File: src/rtl/gpu_cmd_ctrl.sv
`default_nettype none
// ============================================================================
// Module      : gpu_cmd_ctrl
// Description : Host-side command controller for the VGA text GPU. Takes
//               bytes from an asynchronous 8-bit 4-phase bus, decodes
//               multi-byte commands, keeps cursor/attribute state and
//               sequences writes (single cells and screen fills) into VRAM.
// Revision    : 1.0 - initial release
// ============================================================================
module gpu_cmd_ctrl #(
    parameter int COLS        = 80,
    parameter int ROWS        = 30,
    parameter int ADDR_W      = 12,
    parameter int SYNC_STAGES = 2
) (
    input  logic              i_clk,
    input  logic              i_rst_n,
    input  logic              i_en,
    input  logic              i_we,
    input  logic [7:0]        i_data,
    output logic              o_ack,
    output logic              o_busy,
    output logic [7:0]        o_status,
    output logic              o_vram_we,
    output logic [ADDR_W-1:0] o_vram_addr,
    output logic [15:0]       o_vram_data,
    output logic [ADDR_W-1:0] o_cursor,
    output logic              o_err
);

    localparam int CELLS = COLS * ROWS;
    localparam int COL_W = (COLS > 1) ? $clog2(COLS) : 1;
    localparam int ROW_W = (ROWS > 1) ? $clog2(ROWS) : 1;

    localparam logic [ADDR_W-1:0] LAST_ADDR = ADDR_W'(CELLS - 1);
    localparam logic [COL_W-1:0]  LAST_COL  = COL_W'(COLS - 1);
    localparam logic [ROW_W-1:0]  LAST_ROW  = ROW_W'(ROWS - 1);

    localparam logic [3:0] ST_IDLE = 4'd0;
    localparam logic [3:0] ST_ARG  = 4'd1;
    localparam logic [3:0] ST_EXEC = 4'd2;
    localparam logic [3:0] ST_FILL = 4'd3;

    localparam logic [7:0] OP_NOP        = 8'h00;
    localparam logic [7:0] OP_SET_CURSOR = 8'h01;
    localparam logic [7:0] OP_PUT_CHAR   = 8'h02;
    localparam logic [7:0] OP_SET_ATTR   = 8'h03;
    localparam logic [7:0] OP_CLEAR      = 8'h04;

    logic [SYNC_STAGES-1:0] en_sync;
    logic [SYNC_STAGES-1:0] we_sync;
    logic                   en_s;
    logic                   we_s;

    logic [3:0]        state;
    logic [3:0]        next_state;
    logic              busy;
    logic              fill_active;

    logic              ack;
    logic [7:0]        status;
    logic              err;
    logic [7:0]        attr;
    logic [7:0]        opcode;
    logic              arg_cnt;
    logic [7:0]        arg0;
    logic [7:0]        arg1;
    logic [ADDR_W-1:0] cursor;
    logic [COL_W-1:0]  col;
    logic [ROW_W-1:0]  row;
    logic              vram_we;
    logic [ADDR_W-1:0] vram_addr;
    logic [15:0]       vram_data;

    logic              consume;
    logic              wr_byte;
    logic              rd_byte;
    logic              last_arg;
    logic [COL_W-1:0]  col_set;
    logic [ROW_W-1:0]  row_set;
    logic [ADDR_W-1:0] cursor_set;

    // Bring the asynchronous host strobes into the clock domain
    always_ff @(posedge i_clk or negedge i_rst_n) begin
        if (!i_rst_n) begin
            en_sync <= '0;
            we_sync <= '0;
        end else begin
            en_sync <= {en_sync[SYNC_STAGES-2:0], i_en};
            we_sync <= {we_sync[SYNC_STAGES-2:0], i_we};
        end
    end

    assign en_s = en_sync[SYNC_STAGES-1];
    assign we_s = we_sync[SYNC_STAGES-1];

    // A byte is taken once per strobe, and only while not executing
    assign consume  = en_s & ~ack & ~busy;
    assign wr_byte  = consume & we_s;
    assign rd_byte  = consume & ~we_s;
    assign last_arg = (opcode != OP_SET_CURSOR) | arg_cnt;

    // FSM state register
    always_ff @(posedge i_clk or negedge i_rst_n) begin
        if (!i_rst_n) begin
            state <= ST_IDLE;
        end else begin
            state <= next_state;
        end
    end

    // FSM next-state decode
    always_comb begin
        next_state = state;
        case (state)
            ST_IDLE: begin
                if (wr_byte) begin
                    case (i_data)
                        OP_SET_CURSOR, OP_PUT_CHAR, OP_SET_ATTR: next_state = ST_ARG;
                        OP_CLEAR:                                next_state = ST_FILL;
                        default:                                 next_state = ST_IDLE;
                    endcase
                end
            end
            ST_ARG: begin
                if (wr_byte && last_arg) begin
                    next_state = ST_EXEC;
                end
            end
            ST_EXEC: next_state = ST_IDLE;
            ST_FILL: begin
                if (vram_addr == LAST_ADDR) begin
                    next_state = ST_IDLE;
                end
            end
            default: next_state = ST_IDLE;
        endcase
    end

    // FSM outputs
    always_comb begin
        busy        = (state == ST_EXEC) || (state == ST_FILL);
        fill_active = (state == ST_FILL);
    end

    // Clamp SET_CURSOR arguments to the screen and form the linear address
    always_comb begin
        col_set    = (32'(arg0) > 32'(COLS - 1)) ? LAST_COL : COL_W'(arg0);
        row_set    = (32'(arg1) > 32'(ROWS - 1)) ? LAST_ROW : ROW_W'(arg1);
        cursor_set = ADDR_W'(row_set) * ADDR_W'(COLS) + ADDR_W'(col_set);
    end

    // Handshake, command registers, cursor tracking and VRAM write port
    always_ff @(posedge i_clk or negedge i_rst_n) begin
        if (!i_rst_n) begin
            ack       <= 1'b0;
            status    <= 8'h00;
            err       <= 1'b0;
            attr      <= 8'h0F;
            opcode    <= 8'h00;
            arg_cnt   <= 1'b0;
            arg0      <= 8'h00;
            arg1      <= 8'h00;
            cursor    <= '0;
            col       <= '0;
            row       <= '0;
            vram_we   <= 1'b0;
            vram_addr <= '0;
            vram_data <= 16'h0000;
        end else begin
            ack     <= consume | (ack & en_s);
            vram_we <= 1'b0;

            if (rd_byte) begin
                status <= {err, busy, 1'b0, fill_active, state};
            end

            if (wr_byte) begin
                case (state)
                    ST_IDLE: begin
                        opcode  <= i_data;
                        arg_cnt <= 1'b0;
                        case (i_data)
                            OP_NOP: err <= 1'b0;
                            OP_SET_CURSOR, OP_PUT_CHAR, OP_SET_ATTR: ;
                            OP_CLEAR: begin
                                // First fill write goes out in the first FILL cycle
                                vram_we   <= 1'b1;
                                vram_addr <= '0;
                                vram_data <= {attr, 8'h20};
                                cursor    <= '0;
                                col       <= '0;
                                row       <= '0;
                            end
                            default: err <= 1'b1;
                        endcase
                    end
                    ST_ARG: begin
                        arg_cnt <= 1'b1;
                        if (!arg_cnt) begin
                            arg0 <= i_data;
                        end else begin
                            arg1 <= i_data;
                        end
                        // Character write is launched so it is visible during EXEC
                        if (opcode == OP_PUT_CHAR) begin
                            vram_we   <= 1'b1;
                            vram_addr <= cursor;
                            vram_data <= {attr, i_data};
                        end
                    end
                    default: ;
                endcase
            end else if (state == ST_EXEC) begin
                case (opcode)
                    OP_SET_CURSOR: begin
                        cursor <= cursor_set;
                        col    <= col_set;
                        row    <= row_set;
                    end
                    OP_PUT_CHAR: begin
                        // Advance with counters only; last cell wraps to the origin
                        if (col == LAST_COL) begin
                            col <= '0;
                            if (row == LAST_ROW) begin
                                row    <= '0;
                                cursor <= '0;
                            end else begin
                                row    <= row + ROW_W'(1);
                                cursor <= cursor + ADDR_W'(1);
                            end
                        end else begin
                            col    <= col + COL_W'(1);
                            cursor <= cursor + ADDR_W'(1);
                        end
                    end
                    OP_SET_ATTR: attr <= arg0;
                    default: ;
                endcase
            end else if (state == ST_FILL) begin
                if (vram_addr != LAST_ADDR) begin
                    vram_we   <= 1'b1;
                    vram_addr <= vram_addr + ADDR_W'(1);
                end
            end
        end
    end

    assign o_ack       = ack;
    assign o_busy      = busy;
    assign o_status    = status;
    assign o_vram_we   = vram_we;
    assign o_vram_addr = vram_addr;
    assign o_vram_data = vram_data;
    assign o_cursor    = cursor;
    assign o_err       = err;

endmodule
`default_nettype wire

File: config.mk
export PLATFORM = sky130hd
export DESIGN_NAME = gpu_cmd_ctrl
export DESIGN_NICKNAME = d
export VERILOG_FILES = /design/src/rtl/gpu_cmd_ctrl.sv
export SDC_FILE = /design/constraint.sdc
export NUM_CORES = 1
export LEC_CHECK = 0
export ABC_AREA = 1
export CAP_MARGIN = 20
export CORE_MARGIN = 5
export CORE_UTILIZATION = 61
export DETAILED_ROUTE_END_ITERATION = 16
export HOLD_SLACK_MARGIN = 0.08
export PLACE_DENSITY_LB_ADDON = 0.15
export REMOVE_ABC_BUFFERS = 1
export SETUP_SLACK_MARGIN = 0.05
export SLEW_MARGIN = 20
export SYNTH_ARGS = -nofsm -noshare
export SYNTH_HDL_FRONTEND = slang
export SYNTH_SLANG_ARGS = --single-unit
File: constraint.sdc
create_clock -name i_clk -period 6.14 [get_ports i_clk]
set_input_delay 0.921 -clock i_clk [delete_from_list [all_inputs] [get_ports i_clk]]
set_output_delay 0.921 -clock i_clk [all_outputs]
set_load 0.01 [all_outputs]
==> results.cfg <==
[yosys]
yosysWarnings = 0
synth_seq_cells = 99
synth_edf_count = 0
synthTopCellsByArea = dfrtp_1 45%, nand2_1 12%, inv_1 7.0%
yosys.area_share.simple = 0.2489
yosys.area.top_type_share = 0.4457
synth.distinct_cells = 45
synth_compound_area_frac = 0.1412
synthXorXnorAreaFrac = 0.01642
async_reset_ff_frac = 1.000
yosys.area_share.adder = 0.03190
synth_top_family_by_area = simple AND/OR/NAND/NOR gates
synth_top_area_cell = dfrtp_1
synth-seq-area-share = 0.4654
yosys_most_used_dff = dfrtp_1
synth_cells = 690
synth.avg_cell_area_um2 = 7.730
syn_area_um2 = 5334
muxShareOfSynthArea = 0.002111

[min_path]
hp-class = reg -> reg
hold_start = we_sync[0]

[critical_path]
cp_max_fo = 6
reg2reg_from = arg1[1]
crit_start = arg1[1]
endpoint_kind = flop
critPathArrivalTime_ns = 3.29
crit_required_ns = 6.47
cp-start-kind = flop
setup.worst_path.class = reg -> reg

[die]
start_util = 0.6176
num_rows = 34
die_w_um = 103.5
io_pins = 64
die_h_um = 103.5
dieArea_um2 = 10710
core_area_um2 = 8636

[clock_tree]
clock_latency_ns = 0.38
cts_tree = yes
clockBufferDepth = 2
cts_resized = 0
postCtsHoldBufs = 0
clk_transition_reported_paths_ns = 0.11
h-tree-depth = 3
post_cts.repair.setup_buffers = 0
cts.sinks = 99
clockRootBuffer = clkbuf_8
cts_made_buffers = 9

[cells_and_area]
final_nets = 771
stdcell_area_um2 = 6208
area_growth_pct = 16.40
register_area_um2 = 2482
nFillCells = 686
multi_input_area_um2 = 2361
num_antenna_cells = 0
drive_gt1_frac = 0.06391

[drt]
first_pass_iters = 5
antenna_left = 0
drtIter0Drc = 323
avgViaCountPerCell = 5.561
wirelength_mm = 12.79
drt-wirelength-per-cell_um = 14.89
drc = 0
vias = 4777

[placement]
dpl.hpwl_mm = 9.549
place_ws_ns = 2.941
portBuffers = 60
post_dp_cell_area_um2 = 5992
gp_congestion = 0.8771

[sta]
slew_headroom = 0.4285
setup_viol = 0
hold_viol = 0
worst_pin_slew_ns = 0.8572
fin_ws_ns = 3.182
finalSetupTns_ns = 0
min_period_ns = 2.958
finalMaxSlewViolations = 0
rsz0062_at_grt = no
fmax_mhz = 338.0
post-route-period-util = 0.4818
finClkSkew_ns = 0.01246

[power_and_ir_drop]
report.power.total_mw = 1.136
peakVddDrop_mv = 0.1263
power.static_leakage_nw = 3.043
cellPowerDensity_nw_per_um2 = 183.0

[global_routing]
grt_pass1_vias = 4791
grt_antenna_before_repair = 0
grt_pass1_wl_mm = 21.72
overflow = 0
grt_max_degree = 71
grt_use_total = 0.2411

[job]
maxCapViolCount = 0

[run_status]
outcome = finished clean
-- per-layer routing --
metal,GRT usage,part of all wire,vias up
li1,-,-,2332
met4,0.08997,0.026,0
met3,0.06095,0.073,29
met2,0.4021,0.48,195
met1,0.3021,0.43,2221
met5,0,0,-
-- cell usage after synthesis (2+ instances only) --
master and count:
nand2_1 175, inv_1 100, dfrtp_1 95, o21ai_0 70
nor2_1 56, nand3_1 33, a21oi_1 30, ha_1 12
nor3_1 12, clkbuf_1 10, nand4_1 9, o31ai_1 9
xor2_1 9, o22ai_1 8, buf_4 6, inv_2 5
nand2_2 5, dfstp_2 4, nor2_4 4, a31oi_1 3
buf_2 3, nor4_1 3, o21ai_1 3, a22oi_1 2
nand3b_1 2, o21a_1 2, or2_2 2
-- metrics by stage --
step | hold slack [ns] | util | std cells
3_5_place_dp | 0.3472 | 0.6939 | 843
6_report | 0.3613 | 0.7189 | 859
2_1_floorplan | 0.3312 | - | 673
5_1_grt | 0.3789 | 0.7189 | 859
4_1_cts | 0.3712 | 0.7189 | 859
3_3_place_gp | 0.3335 | 0.6939 | 843
-- layout by cell type (no fill, tap or decap), types with 5 or more instances in the layout --
cell type | synthesis | routed
inv_2 | 5 | 5
a21oi_1 | 30 | 30
inv_1 | 100 | 100
o21ai_0 | 70 | 70
nand2_1 | 175 | 175
o22ai_1 | 8 | 8
o31ai_1 | 9 | 9
nor3_1 | 12 | 12
xor2_1 | 9 | 9
nand3_1 | 33 | 33
dfrtp_1 | 95 | 95
clkbuf_8 | 0 | 9
ha_1 | 12 | 12
nand2_2 | 5 | 5
clkdlybuf4s50_1 | 0 | 59
nand4_1 | 9 | 9
nor2_1 | 56 | 56
-- final cells by class --
| cell class | instances | share of cell area |
|---|---|---|
| Sequential cell | 99 | 0.3998 |
| Timing Repair Buffer | 62 | 0.09875 |
| Tap cell | 108 | 0.02177 |
| Multi-Input combinational cell | 468 | 0.3803 |
| Clock buffer | 9 | 0.01995 |
| Clock inverter | 7 | 0.01491 |
| Inverter | 106 | 0.06449 |
-- worst max-delay path, cell delays in order, from the launching register on --
cell and delay [ns]:
dfrtp_1 0.45, nand2_1 0.11, nor2_1 0.04, nor2_1 0.23
inv_1 0.11, nor2_1 0.21, nor2_1 0.09, a21oi_1 0.19
inv_1 0.09, fa_1 0.43, or2_2 0.31, nand2_1 0.13
nor2_1 0.06, nand3_1 0.08, nand2_1 0.06, nand2_1 0.05
nand3_1 0.08, nand2_1 0.08, nand2_1 0.05, nand2_1 0.06
-- where the power goes --
group          internal (mW)  total [mW]  switching, mW
sequential             0.653       0.653       0.000490
combinational        0.00721      0.0266         0.0194
clock                  0.200       0.456          0.256
-- worst paths after layout --
path,to,slack (ns),cells after the start
worst max-delay path,o_cursor[10],3.18,19
worst min-delay path,we_sync[1],0.36,0
worst max register to register,o_cursor[10],3.18,19
worst min register to register,we_sync[1],0.36,0
max in group asynchronous,row[4],4.51,2
min in group asynchronous,o_vram_data[13],0.44,1
-- kinds of logic after synthesis --
logic type,Yosys count
DFF,99
xor gates and xnor gates,10
and+or+nand+nor,306
adders and majority gates,13
buffers and inverters,125
other,1
muxes,1
AOI/OAI and AO/OA,135
-- flip-flops by register name, indices dropped and copies added (netlist names), 2 cells and up --
name	count
arg0	8
arg1	8
attr	8
col	7
en_sync	2
o_cursor	12
o_status	5
o_vram_addr	12
o_vram_data	16
opcode	8
row	5
state	2
we_sync	2
Note: power is estimated with default switching activity, not from simulation.
